**src/rtl/dac_iq_ramp_interface.sv**
```systemverilog
// dac_iq_ramp_interface
// Buffers I/Q pairs from the PSK modulator in a small FIFO and serialises them
// onto one offset-binary DAC bus (I then Q on alternate clocks). A linear gain
// ramp is applied at the start and end of each burst. The bus rests at
// mid-scale while idle. Underflow events are counted and overflow is sticky.
module dac_iq_ramp_interface #(
  parameter int DW          = 12,
  parameter int FIFO_DEPTH  = 8,
  parameter int RAMP_SHIFT  = 4,
  parameter int START_LEVEL = 4
) (
  input  logic          clk_32M768,
  input  logic          rst_n_32M768,
  input  logic          tx_en,
  input  logic [DW-1:0] s_i,
  input  logic [DW-1:0] s_q,
  input  logic          s_valid,
  output logic [DW-1:0] dac_data,
  output logic          dac_iq_sel,
  output logic          dac_active,
  output logic [7:0]    underflow_cnt,
  output logic          overflow
);

  localparam int AW = $clog2(FIFO_DEPTH);
  localparam int LW = $clog2(FIFO_DEPTH) + 1;
  localparam int GW = RAMP_SHIFT + 1;
  localparam int PW = DW + RAMP_SHIFT + 1;

  localparam logic [GW-1:0] GAIN_FULL = {1'b1, {RAMP_SHIFT{1'b0}}};
  localparam logic [GW-1:0] GAIN_ONE  = GW'(1);
  localparam logic [LW-1:0] FULL_LV   = LW'(FIFO_DEPTH);
  localparam logic [LW-1:0] START_LV  = LW'(START_LEVEL);
  localparam logic [DW-1:0] MID_SCALE = {1'b1, {(DW-1){1'b0}}};

  typedef enum logic [1:0] {
    IDLE      = 2'd0,
    RAMP_UP   = 2'd1,
    ACTIVE    = 2'd2,
    RAMP_DOWN = 2'd3
  } state_t;

  // ---------------------------------------------------------------------------
  // Declarations
  // ---------------------------------------------------------------------------
  state_t          state_reg, state_next;
  logic [GW-1:0]   gain_reg, gain_next;
  logic            phase_reg;
  logic            boundary;

  logic [2*DW-1:0] mem [FIFO_DEPTH];
  logic [AW-1:0]   wr_ptr_reg, rd_ptr_reg;
  logic [LW-1:0]   level_reg;
  logic            fifo_full, fifo_empty;
  logic            flush, push, pop;
  logic [2*DW-1:0] fifo_head;

  logic [DW-1:0]   hold_i_reg, hold_q_reg;
  logic [DW-1:0]   hold_i_next, hold_q_next;

  logic            uf_inc;
  logic [DW-1:0]   dac_data_reg, dac_data_next;
  logic            dac_iq_sel_reg;
  logic            dac_active_reg;
  logic [7:0]      underflow_cnt_reg;
  logic            overflow_reg;

  // Signed multiply by the ramp gain followed by a floor shift; the result is
  // converted to offset binary by flipping the sign bit.
  function automatic logic [DW-1:0] scale(input logic [DW-1:0] x,
                                          input logic [GW-1:0] g);
    logic signed [PW-1:0] xe;
    logic signed [PW-1:0] ge;
    logic signed [PW-1:0] prod;
    logic [DW-1:0]        res;
    xe   = $signed({{(RAMP_SHIFT+1){x[DW-1]}}, x});
    ge   = $signed({{DW{1'b0}}, g});
    prod = xe * ge;
    res  = DW'(prod >>> RAMP_SHIFT);
    res[DW-1] = ~res[DW-1];
    return res;
  endfunction

  // ---------------------------------------------------------------------------
  // Pair timing: phase 0 marks a pair boundary, where pops and state changes
  // happen; phase 1 is the Q half of the pair.
  // ---------------------------------------------------------------------------
  assign boundary = ~phase_reg;

  // Phase toggles every clock starting from a pair boundary after reset
  always_ff @(posedge clk_32M768 or negedge rst_n_32M768) begin
    if (!rst_n_32M768) begin
      phase_reg <= 1'b0;
    end else begin
      phase_reg <= ~phase_reg;
    end
  end

  // ---------------------------------------------------------------------------
  // Sample FIFO
  // ---------------------------------------------------------------------------
  assign fifo_full  = (level_reg == FULL_LV);
  assign fifo_empty = (level_reg == '0);
  assign flush      = (state_reg == IDLE) && !tx_en;
  assign push       = s_valid && !fifo_full && !flush;
  assign fifo_head  = mem[rd_ptr_reg];

  // Pair storage; no reset needed since the pointers define valid contents
  always_ff @(posedge clk_32M768) begin
    if (push) begin
      mem[wr_ptr_reg] <= {s_i, s_q};
    end
  end

  // FIFO pointers and fill level; a flush discards everything queued
  always_ff @(posedge clk_32M768 or negedge rst_n_32M768) begin
    if (!rst_n_32M768) begin
      wr_ptr_reg <= '0;
      rd_ptr_reg <= '0;
      level_reg  <= '0;
    end else if (flush) begin
      wr_ptr_reg <= '0;
      rd_ptr_reg <= '0;
      level_reg  <= '0;
    end else begin
      if (push) begin
        wr_ptr_reg <= wr_ptr_reg + AW'(1);
      end
      if (pop) begin
        rd_ptr_reg <= rd_ptr_reg + AW'(1);
      end
      level_reg <= level_reg + LW'(push) - LW'(pop);
    end
  end

  // ---------------------------------------------------------------------------
  // Burst state machine
  // ---------------------------------------------------------------------------

  // State and gain registers
  always_ff @(posedge clk_32M768 or negedge rst_n_32M768) begin
    if (!rst_n_32M768) begin
      state_reg <= IDLE;
      gain_reg  <= '0;
    end else begin
      state_reg <= state_next;
      gain_reg  <= gain_next;
    end
  end

  // Next state, gain step and pop decision, evaluated only at pair boundaries
  always_comb begin
    state_next = state_reg;
    gain_next  = gain_reg;
    pop        = 1'b0;
    uf_inc     = 1'b0;
    if (boundary) begin
      case (state_reg)
        IDLE: begin
          gain_next = '0;
          if (tx_en && (level_reg >= START_LV)) begin
            pop        = 1'b1;
            gain_next  = GAIN_ONE;
            state_next = (GAIN_ONE == GAIN_FULL) ? ACTIVE : RAMP_UP;
          end
        end
        RAMP_UP, ACTIVE: begin
          if (fifo_empty || !tx_en) begin
            // An empty FIFO counts as an underflow even if tx_en also dropped
            uf_inc     = fifo_empty;
            gain_next  = gain_reg - GAIN_ONE;
            state_next = (gain_next == '0) ? IDLE : RAMP_DOWN;
          end else begin
            pop = 1'b1;
            if (state_reg == RAMP_UP) begin
              gain_next = gain_reg + GAIN_ONE;
              if (gain_next == GAIN_FULL) begin
                state_next = ACTIVE;
              end
            end
          end
        end
        RAMP_DOWN: begin
          // Ramp always runs to completion; new data or tx_en cannot reverse it
          if (gain_reg == '0) begin
            state_next = IDLE;
          end else begin
            gain_next  = gain_reg - GAIN_ONE;
            state_next = (gain_next == '0) ? IDLE : RAMP_DOWN;
          end
        end
        default: begin
          state_next = IDLE;
          gain_next  = '0;
        end
      endcase
    end
  end

  // Output word selection: I of the (possibly new) pair at a boundary, Q of
  // the held pair otherwise, mid-scale whenever the relevant state is IDLE
  always_comb begin
    hold_i_next = hold_i_reg;
    hold_q_next = hold_q_reg;
    if (pop) begin
      hold_i_next = fifo_head[2*DW-1:DW];
      hold_q_next = fifo_head[DW-1:0];
    end
    if (boundary) begin
      dac_data_next = (state_next == IDLE) ? MID_SCALE : scale(hold_i_next, gain_next);
    end else begin
      dac_data_next = (state_reg == IDLE) ? MID_SCALE : scale(hold_q_reg, gain_reg);
    end
  end

  // ---------------------------------------------------------------------------
  // Registered outputs and status
  // ---------------------------------------------------------------------------

  // Hold register and DAC bus; the popped pair reaches the bus one clock later
  always_ff @(posedge clk_32M768 or negedge rst_n_32M768) begin
    if (!rst_n_32M768) begin
      hold_i_reg     <= '0;
      hold_q_reg     <= '0;
      dac_data_reg   <= MID_SCALE;
      dac_iq_sel_reg <= 1'b0;
      dac_active_reg <= 1'b0;
    end else begin
      hold_i_reg     <= hold_i_next;
      hold_q_reg     <= hold_q_next;
      dac_data_reg   <= dac_data_next;
      dac_iq_sel_reg <= phase_reg;
      dac_active_reg <= (state_next != IDLE);
    end
  end

  // Saturating underflow counter and sticky overflow flag
  always_ff @(posedge clk_32M768 or negedge rst_n_32M768) begin
    if (!rst_n_32M768) begin
      underflow_cnt_reg <= '0;
      overflow_reg      <= 1'b0;
    end else begin
      if (uf_inc && (underflow_cnt_reg != 8'hFF)) begin
        underflow_cnt_reg <= underflow_cnt_reg + 8'd1;
      end
      if (s_valid && fifo_full) begin
        overflow_reg <= 1'b1;
      end
    end
  end

  assign dac_data      = dac_data_reg;
  assign dac_iq_sel    = dac_iq_sel_reg;
  assign dac_active    = dac_active_reg;
  assign underflow_cnt = underflow_cnt_reg;
  assign overflow      = overflow_reg;

endmodule

```
**config.mk**
```make
export PLATFORM = sky130hd
export DESIGN_NAME = dac_iq_ramp_interface
export DESIGN_NICKNAME = d
export VERILOG_FILES = /design/src/rtl/dac_iq_ramp_interface.sv
export SDC_FILE = /design/constraint.sdc
export NUM_CORES = 1
export LEC_CHECK = 0
export ABC_CLOCK_PERIOD_IN_PS = 8400
export CAP_MARGIN = 25
export CORE_ASPECT_RATIO = 0.6
export CORE_MARGIN = 4
export CORE_UTILIZATION = 62
export DETAILED_ROUTE_END_ITERATION = 7
export MAX_ROUTING_LAYER = met4
export PLACE_DENSITY = 0.81
export SLEW_MARGIN = 40
export SYNTH_ARGS = -nofsm -noshare
export SYNTH_HDL_FRONTEND = slang
export SYNTH_SLANG_ARGS = --single-unit
export TNS_END_PERCENT = 30
```
**constraint.sdc**
```tcl
create_clock -name clk_32M768 -period 8.4 [get_ports clk_32M768]
set_clock_uncertainty 0.15 [all_clocks]
set_input_delay 0.84 -clock clk_32M768 [delete_from_list [all_inputs] [get_ports clk_32M768]]
set_output_delay 0.84 -clock clk_32M768 [all_outputs]
set_load 0.05 [all_outputs]
```
==> run_summary.xml, run 1 <==
<?xml version="1.0" encoding="UTF-8"?>
<metrics>
  <group name="status">
    <metric name="status" unit="">complete, no violations</metric>
  </group>
  <group name="cells_and_area">
    <metric name="largest_reg_flops" unit="">192</metric>
    <metric name="layout-drive-gt1-share" unit="">0.126</metric>
    <metric name="finalCoreUtilization" unit="">0.714</metric>
    <metric name="synthToLayoutAreaGrowth" unit="%">11.7</metric>
    <metric name="top_register" unit="">mem</metric>
    <metric name="stdcell_area" unit="mm2">0.0160</metric>
    <metric name="final_stage_net_count" unit="">1297</metric>
    <metric name="n_diodes" unit="">0</metric>
    <metric name="final_cell_count_no_fill" unit="">1456</metric>
  </group>
  <group name="clock_tree">
    <metric name="tritoncts" unit="">built</metric>
    <metric name="clock_latency" unit="ns">0.53</metric>
    <metric name="clk_path_buf_depth" unit="">3</metric>
    <metric name="cts.sink_count" unit="">257</metric>
    <metric name="worst_setup_hold_path_clk_slew" unit="ns">0.07</metric>
    <metric name="cts_htree_levels" unit="">1</metric>
    <metric name="tritoncts_buffers" unit="">24</metric>
    <metric name="cts_hold_repair.buffers" unit="">0</metric>
    <metric name="post-cts-setup-buffer-count" unit="">0</metric>
    <metric name="clock-root-buffer" unit="">sky130_fd_sc_hd__clkbuf_16</metric>
    <metric name="cts_resized" unit="">0</metric>
  </group>
  <group name="power">
    <metric name="pwr-share-clk" unit="">0.206</metric>
    <metric name="netSwitchingFraction" unit="">0.398</metric>
    <metric name="finalPower" unit="mW">5.35</metric>
    <metric name="p_sw" unit="mW">2.13</metric>
    <metric name="ir_drop" unit="mV">0.188</metric>
    <metric name="share_seq_of_total_power" unit="">0.341</metric>
    <metric name="power_density_cells" unit="mW/mm2">334</metric>
    <metric name="p_int" unit="mW">3.22</metric>
    <metric name="lkg_pwr" unit="nW">6.47</metric>
    <metric name="share_comb_of_total_power" unit="">0.453</metric>
  </group>
  <group name="setup_path">
    <metric name="critPathRequiredTime" unit="ns">8.71</metric>
    <metric name="cpMaxStageDelayCell" unit="">sky130_fd_sc_hd__dfrtp_1</metric>
    <metric name="crit_path_end_kind" unit="">register</metric>
    <metric name="critPathMaxFanout" unit="">20</metric>
    <metric name="cp_cell_sequence" unit="">inv_1 &gt; ha_1 &gt; nor4b_4 &gt; mux2i_1 &gt; a2bb2oi_1 &gt; and2_1 &gt; nor2_1 &gt; fa_1 &gt; inv_1 &gt; fa_1 &gt; fa_1 &gt; inv_1 &gt; ha_1 &gt; o21a_1 &gt; o21a_1 &gt; a21o_1 &gt; or3b_2 &gt; a41oi_2 &gt; o21bai_1 &gt; mux2_1 &gt; nand3_1</metric>
    <metric name="setup.worst_path.class" unit="">register to register</metric>
    <metric name="worstSetupStartpointType" unit="">register</metric>
    <metric name="crit_path_max_incr_delay" unit="ns">0.69</metric>
    <metric name="critical_path.top_delay_family" unit="">adder cells</metric>
    <metric name="cp.arrival" unit="ns">7.24</metric>
    <metric name="flop2flop_setup_slack" unit="ns">1.47</metric>
    <metric name="worstPathBufferInverterCount" unit="">3</metric>
  </group>
  <group name="synthesis">
    <metric name="post_synth_mux_area_share" unit="">0.0976</metric>
    <metric name="post_synth_num_cell_types" unit="">78</metric>
    <metric name="async_reset_ff_frac" unit="">0.253</metric>
    <metric name="synth-edff-count" unit="">192</metric>
    <metric name="seq_area_frac_synth" unit="">0.516</metric>
    <metric name="synth-seq-cells" unit="">257</metric>
    <metric name="post_synthesis_instance_area" unit="mm2">0.0143</metric>
    <metric name="post_synth_main_area_contributors" unit="">sky130_fd_sc_hd__edfxtp_1 (40%), sky130_fd_sc_hd__dfrtp_1 (11%), sky130_fd_sc_hd__fa_1 (9.6%)</metric>
    <metric name="synth_top_cell_area_share" unit="">0.403</metric>
    <metric name="synth_largest_area_cell" unit="">sky130_fd_sc_hd__edfxtp_1</metric>
    <metric name="fraction_of_synthesized_cell_area_in_xor_and_xnor_cells" unit="">0.0269</metric>
    <metric name="ys.warnings.count" unit="">0</metric>
    <metric name="syn-mean-instance-area" unit="um2">13.3</metric>
    <metric name="synth-simple-area-share" unit="">0.0994</metric>
    <metric name="synth_top_flop_cell" unit="">sky130_fd_sc_hd__edfxtp_1</metric>
    <metric name="syn-instance-count" unit="">1079</metric>
    <metric name="post_synth_fa_ha_maj_area_fraction" unit="">0.157</metric>
    <metric name="synth_top_family_by_area" unit="">adder cells</metric>
    <metric name="synth_nets" unit="">1245</metric>
    <metric name="synth_compound_gate_area_share" unit="">0.0605</metric>
  </group>
  <group name="routing">
    <metric name="drc_errors" unit="">0</metric>
    <metric name="antenna_violating_nets_post_route" unit="">0</metric>
    <metric name="post_dr_wirelength_cell" unit="um">21.4</metric>
    <metric name="initialDrtViolationCount" unit="">811</metric>
    <metric name="firstDrtPassIters" unit="">7</metric>
    <metric name="detail_route.wirelength" unit="um">31100</metric>
    <metric name="vias_per_cell" unit="">5.96</metric>
    <metric name="vias" unit="">8683</metric>
  </group>
  <group name="die">
    <metric name="die_height" unit="um">126</metric>
    <metric name="io_pins" unit="">51</metric>
    <metric name="placement_rows" unit="">42</metric>
    <metric name="floorplan.die.width" unit="um">204</metric>
    <metric name="total_die_area" unit="mm2">0.0257</metric>
    <metric name="floorplan.core_area" unit="mm2">0.0224</metric>
    <metric name="floorplan.initialDensity" unit="">0.640</metric>
  </group>
  <group name="sta">
    <metric name="max_slew_violation_total_from_the_final_report" unit="">0</metric>
    <metric name="timing.setup.tns" unit="ns">0</metric>
    <metric name="report.final.setup_viol" unit="">0</metric>
    <metric name="worst_hold_slack" unit="ns">0.252</metric>
    <metric name="fin_ws" unit="ns">1.47</metric>
    <metric name="grt_setup_unrepaired" unit="">false</metric>
    <metric name="finalHoldViolations" unit="">0</metric>
    <metric name="fin_crit_share" unit="">0.825</metric>
    <metric name="max_freq" unit="GHz">0.144</metric>
    <metric name="timing_worst_slew_pin_value" unit="ns">0.820</metric>
    <metric name="timing.final.crit_period" unit="ns">6.93</metric>
    <metric name="relSlewSlack" unit="">0.454</metric>
  </group>
  <group name="global_route">
    <metric name="gr-total-overflow" unit="">0</metric>
    <metric name="first_global_vias" unit="">8817</metric>
    <metric name="grt_max_degree" unit="">66</metric>
    <metric name="number_of_antenna_violations_at_the_first_check_in_global_routing" unit="">0</metric>
    <metric name="grt_first_pass_wirelength" unit="um">50300</metric>
    <metric name="grtUsageTotal" unit="">0.259</metric>
  </group>
  <group name="run">
    <metric name="timing.max_cap.violations" unit="">0</metric>
  </group>
  <group name="place">
    <metric name="place.gp.congestion" unit="">0.951</metric>
    <metric name="hpwl" unit="um">21300</metric>
    <metric name="dpl-instance-area" unit="mm2">0.0152</metric>
    <metric name="placedCellCount" unit="">1413</metric>
    <metric name="placement.io_buffers" unit="">50</metric>
    <metric name="post_place_worst_slack" unit="ns">1.47</metric>
  </group>
  <group name="hold_path">
    <metric name="timing.hold.worst.class" unit="">primary input to asynchronous set/reset pin</metric>
  </group>
</metrics>
## cells in the final DEF (no fill, tap or decap), types with 5 or more instances in the layout
cell,n
sky130_fd_sc_hd__o21a_1,8
sky130_fd_sc_hd__dfrtp_2,5
sky130_fd_sc_hd__nor3_1,9
sky130_fd_sc_hd__nor2_1,86
sky130_fd_sc_hd__nand4_1,7
sky130_fd_sc_hd__nor2b_1,7
sky130_fd_sc_hd__clkinv_2,7
sky130_fd_sc_hd__edfxtp_1,192
sky130_fd_sc_hd__o21ai_0,27
sky130_fd_sc_hd__fa_1,69
sky130_fd_sc_hd__a211oi_1,6
sky130_fd_sc_hd__and2_1,38
sky130_fd_sc_hd__clkdlybuf4s50_1,49
sky130_fd_sc_hd__clkinv_1,5
sky130_fd_sc_hd__mux2i_1,26
sky130_fd_sc_hd__a21oi_1,31
sky130_fd_sc_hd__ha_1,69
sky130_fd_sc_hd__inv_1,115
sky130_fd_sc_hd__nand3_1,10
sky130_fd_sc_hd__nor2_2,7
sky130_fd_sc_hd__a22o_1,6
sky130_fd_sc_hd__xor2_1,21
sky130_fd_sc_hd__dfrtp_1,58
sky130_fd_sc_hd__or3_1,8
sky130_fd_sc_hd__clkbuf_16,25
sky130_fd_sc_hd__nand2_1,65
sky130_fd_sc_hd__xnor2_1,23
sky130_fd_sc_hd__buf_4,15
sky130_fd_sc_hd__nand2b_1,13
sky130_fd_sc_hd__mux4_2,48
sky130_fd_sc_hd__or2_2,5
sky130_fd_sc_hd__a21o_1,7
## Yosys cell counts, types with 10 or more instances
master                       n
sky130_fd_sc_hd__a21oi_1    31
sky130_fd_sc_hd__and2_1     38
sky130_fd_sc_hd__buf_2      15
sky130_fd_sc_hd__clkbuf_1   17
sky130_fd_sc_hd__dfrtp_1    64
sky130_fd_sc_hd__edfxtp_1  192
sky130_fd_sc_hd__fa_1       69
sky130_fd_sc_hd__ha_1       69
sky130_fd_sc_hd__inv_1     115
sky130_fd_sc_hd__mux2i_1    26
sky130_fd_sc_hd__mux4_2     48
sky130_fd_sc_hd__nand2_1    65
sky130_fd_sc_hd__nand2b_1   13
sky130_fd_sc_hd__nand3_1    10
sky130_fd_sc_hd__nor2_1     93
sky130_fd_sc_hd__nor3_1     11
sky130_fd_sc_hd__o21ai_0    27
sky130_fd_sc_hd__xnor2_1    23
sky130_fd_sc_hd__xor2_1     21
## final timing paths
kind                                                    from                            to  cells past startpoint
worst max-delay path                   gain_reg[0]$_DFF_PN0_        dac_data[10]$_DFF_PN0_                     21
worst min-delay path                            rst_n_32M768    hold_q_reg[10]$_DFFE_PN0N_                      2
worst max register to register         gain_reg[0]$_DFF_PN0_        dac_data[10]$_DFF_PN0_                     21
worst min register to register  underflow_cnt[4]$_DFFE_PN0P_  underflow_cnt[4]$_DFFE_PN0P_                      1
max in group asynchronous                       rst_n_32M768     rd_ptr_reg[0]$_DFFE_PN0P_                      2
min in group clk_32M768         underflow_cnt[4]$_DFFE_PN0P_  underflow_cnt[4]$_DFFE_PN0P_                      1
## metal layers
layer	track usage	up-vias	share of wire
met5	-	-	0
met4	0.0465	0	0.019
met3	0.0676	54	0.096
met2	0.357	375	0.43
met1	0.398	4340	0.45
li1	-	3914	-
## layout make-up
type,count,area [um2]
flip-flops and latches,257,7400
fillers,1499,6390
multi-input cells,665,6360
clock buffers,26,629
repair buffers,66,619
inverters,117,439
well taps,308,385
clock inverters,17,161
## power by group through the flow
stage / Sequential (mW) / Combinational, mW / Clock [mW]
after detailed placement: 1.84 / 2.35 / 0
after global placement: 1.83 / 2.30 / 0
after floorplan: 1.81 / 1.70 / 0
after CTS: 1.82 / 2.39 / 1.12
final: 1.82 / 2.42 / 1.10
after global routing: 1.85 / 2.68 / 1.17
## cell families after synthesis
family	count (synthesis)
simple gates	283
xor+xnor	44
fa+ha+maj	138
mux	78
flops	257
compound gates	122
buf+inv	157
(Power assumes the default switching activity.)
==> run 2: changes to the inputs <==
--- a/config.mk
+++ b/config.mk
@@ -5,7 +5,7 @@
 export SDC_FILE = /design/constraint.sdc
 export NUM_CORES = 1
 export LEC_CHECK = 0
-export ABC_CLOCK_PERIOD_IN_PS = 8400
+export ABC_CLOCK_PERIOD_IN_PS = 6400
 export CAP_MARGIN = 25
 export CORE_ASPECT_RATIO = 0.6
 export CORE_MARGIN = 4
==> constraint.sdc (replaced) <==
create_clock -name clk_32M768 -period 6.4 [get_ports clk_32M768]
set_clock_uncertainty 0.15 [all_clocks]
set_input_delay 0.64 -clock clk_32M768 [delete_from_list [all_inputs] [get_ports clk_32M768]]
set_output_delay 0.64 -clock clk_32M768 [all_outputs]
set_load 0.05 [all_outputs]
==> run_summary.xml, run 2 (synthesis results as in run 1) <==
<?xml version="1.0" encoding="UTF-8"?>
<metrics>
  <group name="routing">
    <metric name="vias_per_cell" unit="">5.88</metric>
    <metric name="drc_errors" unit="">0</metric>
    <metric name="vias" unit="">8713</metric>
    <metric name="antenna_violating_nets_post_route" unit="">0</metric>
    <metric name="detail_route.wirelength" unit="um">31100</metric>
    <metric name="firstDrtPassIters" unit="">5</metric>
    <metric name="post_dr_wirelength_cell" unit="um">21.0</metric>
    <metric name="initialDrtViolationCount" unit="">797</metric>
  </group>
  <group name="die">
    <metric name="floorplan.die.width" unit="um">204</metric>
    <metric name="total_die_area" unit="mm2">0.0257</metric>
    <metric name="floorplan.initialDensity" unit="">0.640</metric>
    <metric name="placement_rows" unit="">42</metric>
    <metric name="io_pins" unit="">51</metric>
    <metric name="die_height" unit="um">126</metric>
    <metric name="floorplan.core_area" unit="mm2">0.0224</metric>
  </group>
  <group name="setup_path">
    <metric name="worstPathBufferInverterCount" unit="">3</metric>
    <metric name="cpMaxStageDelayCell" unit="">sky130_fd_sc_hd__fa_1</metric>
    <metric name="critical_path.top_delay_family" unit="">adder cells</metric>
    <metric name="crit_path_end_kind" unit="">register</metric>
    <metric name="setup.worst_path.class" unit="">register to register</metric>
    <metric name="critPathMaxFanout" unit="">11</metric>
    <metric name="cp.arrival" unit="ns">6.55</metric>
    <metric name="critPathRequiredTime" unit="ns">6.71</metric>
    <metric name="cp_cell_sequence" unit="">inv_1 &gt; ha_1 &gt; or3b_1 &gt; a311oi_1 &gt; a21oi_1 &gt; and2_1 &gt; nor2_1 &gt; fa_1 &gt; inv_1 &gt; fa_1 &gt; fa_1 &gt; inv_1 &gt; ha_1 &gt; o21a_1 &gt; o21a_1 &gt; a21o_1 &gt; or3b_2 &gt; a41oi_2 &gt; o21bai_1 &gt; mux2_1 &gt; nand3_1</metric>
    <metric name="crit_path_max_incr_delay" unit="ns">0.54</metric>
    <metric name="worstSetupStartpointType" unit="">register</metric>
  </group>
  <group name="sta">
    <metric name="timing.setup.tns" unit="ns">0</metric>
    <metric name="timing_worst_slew_pin_value" unit="ns">0.836</metric>
    <metric name="timing.final.crit_period" unit="ns">6.24</metric>
    <metric name="max_slew_violation_total_from_the_final_report" unit="">0</metric>
    <metric name="max_freq" unit="GHz">0.160</metric>
    <metric name="relSlewSlack" unit="">0.442</metric>
    <metric name="grt_setup_unrepaired" unit="">false</metric>
    <metric name="report.final.setup_viol" unit="">0</metric>
    <metric name="worst_hold_slack" unit="ns">0.0301</metric>
    <metric name="finalHoldViolations" unit="">0</metric>
    <metric name="fin_crit_share" unit="">0.975</metric>
    <metric name="fin_ws" unit="ns">0.161</metric>
  </group>
  <group name="cells_and_area">
    <metric name="commonest_non_fill_non_tap_cells_in_the_layout" unit="">sky130_fd_sc_hd__edfxtp_1 (192), sky130_fd_sc_hd__inv_1 (115), sky130_fd_sc_hd__nor2_1 (86)</metric>
    <metric name="final_stage_net_count" unit="">1321</metric>
    <metric name="top_register" unit="">mem</metric>
    <metric name="nFillCells" unit="">1492</metric>
    <metric name="synthToLayoutAreaGrowth" unit="%">13.0</metric>
    <metric name="mostFrequentLayoutCell" unit="">sky130_fd_sc_hd__edfxtp_1</metric>
    <metric name="stdcell_area" unit="mm2">0.0162</metric>
    <metric name="layout-drive-gt1-share" unit="">0.140</metric>
    <metric name="n_diodes" unit="">0</metric>
    <metric name="largest_reg_flops" unit="">192</metric>
  </group>
  <group name="power">
    <metric name="ir_drop" unit="mV">0.242</metric>
    <metric name="lkg_pwr" unit="nW">6.58</metric>
    <metric name="power_density_cells" unit="mW/mm2">440</metric>
    <metric name="finalPower" unit="mW">7.12</metric>
  </group>
  <group name="global_route">
    <metric name="gr-total-overflow" unit="">0</metric>
    <metric name="first_global_vias" unit="">8988</metric>
    <metric name="number_of_antenna_violations_at_the_first_check_in_global_routing" unit="">0</metric>
    <metric name="grt_max_degree" unit="">66</metric>
    <metric name="grt_first_pass_wirelength" unit="um">50600</metric>
    <metric name="grtUsageTotal" unit="">0.260</metric>
  </group>
  <group name="clock_tree">
    <metric name="clk_path_buf_depth" unit="">3</metric>
    <metric name="tritoncts" unit="">built</metric>
    <metric name="clock-root-buffer" unit="">sky130_fd_sc_hd__clkbuf_16</metric>
    <metric name="clock_latency" unit="ns">0.53</metric>
    <metric name="cts_htree_levels" unit="">1</metric>
    <metric name="cts.sink_count" unit="">257</metric>
    <metric name="worst_setup_hold_path_clk_slew" unit="ns">0.07</metric>
    <metric name="tritoncts_buffers" unit="">24</metric>
  </group>
  <group name="place">
    <metric name="hpwl" unit="um">21600</metric>
    <metric name="dpl-instance-area" unit="mm2">0.0154</metric>
    <metric name="placement.io_buffers" unit="">50</metric>
    <metric name="place.gp.congestion" unit="">1.01</metric>
    <metric name="post_place_worst_slack" unit="ns">0.0772</metric>
  </group>
  <group name="hold_path">
    <metric name="timing.hold.worst.class" unit="">primary input to asynchronous set/reset pin</metric>
  </group>
  <group name="run">
    <metric name="timing.max_cap.violations" unit="">0</metric>
  </group>
  <group name="status">
    <metric name="status" unit="">complete, no violations</metric>
  </group>
</metrics>
[run 2: path summary, 6_finish.rpt]
path / startpoint / endpoint / slack [ns] / cells after the start
setup reg to reg: state_reg[0]$_DFF_PN0_ / dac_data[10]$_DFF_PN0_ / 0.16 / 21
hold / removal: rst_n_32M768 / hold_q_reg[7]$_DFFE_PN0N_ / 0.03 / 2
max in group asynchronous: rst_n_32M768 / rd_ptr_reg[2]$_DFFE_PN0P_ / 5.57 / 2
hold reg to reg: underflow_cnt[4]$_DFFE_PN0P_ / underflow_cnt[4]$_DFFE_PN0P_ / 0.35 / 1
min in group clk_32M768: underflow_cnt[4]$_DFFE_PN0P_ / underflow_cnt[4]$_DFFE_PN0P_ / 0.35 / 1
setup / recovery: state_reg[0]$_DFF_PN0_ / dac_data[10]$_DFF_PN0_ / 0.16 / 21
[run 2: what timing repair did]
action	in CTS	in global routing
setup endpoints to repair	0	7
hold buffers	0	0
setup buffers	0	0
resized for setup	0	1
[run 2: final cells by class]
| cell class | instances | area [um2] | area share |
|---|---|---|---|
| Multi-Input combinational cell | 665 | 6350 | 0.392 |
| Timing Repair Buffer | 90 | 800 | 0.0494 |
| Clock inverter | 14 | 150 | 0.00928 |
| Sequential cell | 257 | 7400 | 0.457 |
| Tap cell | 308 | 385 | 0.0238 |
| Clock buffer | 30 | 664 | 0.0410 |
| Inverter | 117 | 439 | 0.0271 |
[run 2: where the power goes]
part	total [mW]	leakage [nW]	internal [mW]	switching (mW)
clock	1.47	0.385	0.858	0.608
sequential	2.31	2.56	2.11	0.209
combinational	3.34	3.64	1.36	1.98
total	7.12	6.58	4.32	2.80
[run 2: stage by stage]
stage	instances	utilization
after floorplan	1079	-
after global placement	1437	0.686
after detailed placement	1437	0.686
after CTS	1481	0.723
after global routing	1481	0.723
final	1481	0.723
[run 2: per-layer routing]
metal  wire, um  vias up  part of all wire  global-route usage
met3       2980       45             0.096              0.0632
met5          0        -                 0                   -
met2      14100      368              0.45               0.384
met4        422        0             0.014              0.0350
met1      13600     4330              0.44               0.386
li1           -     3970                 -                   -
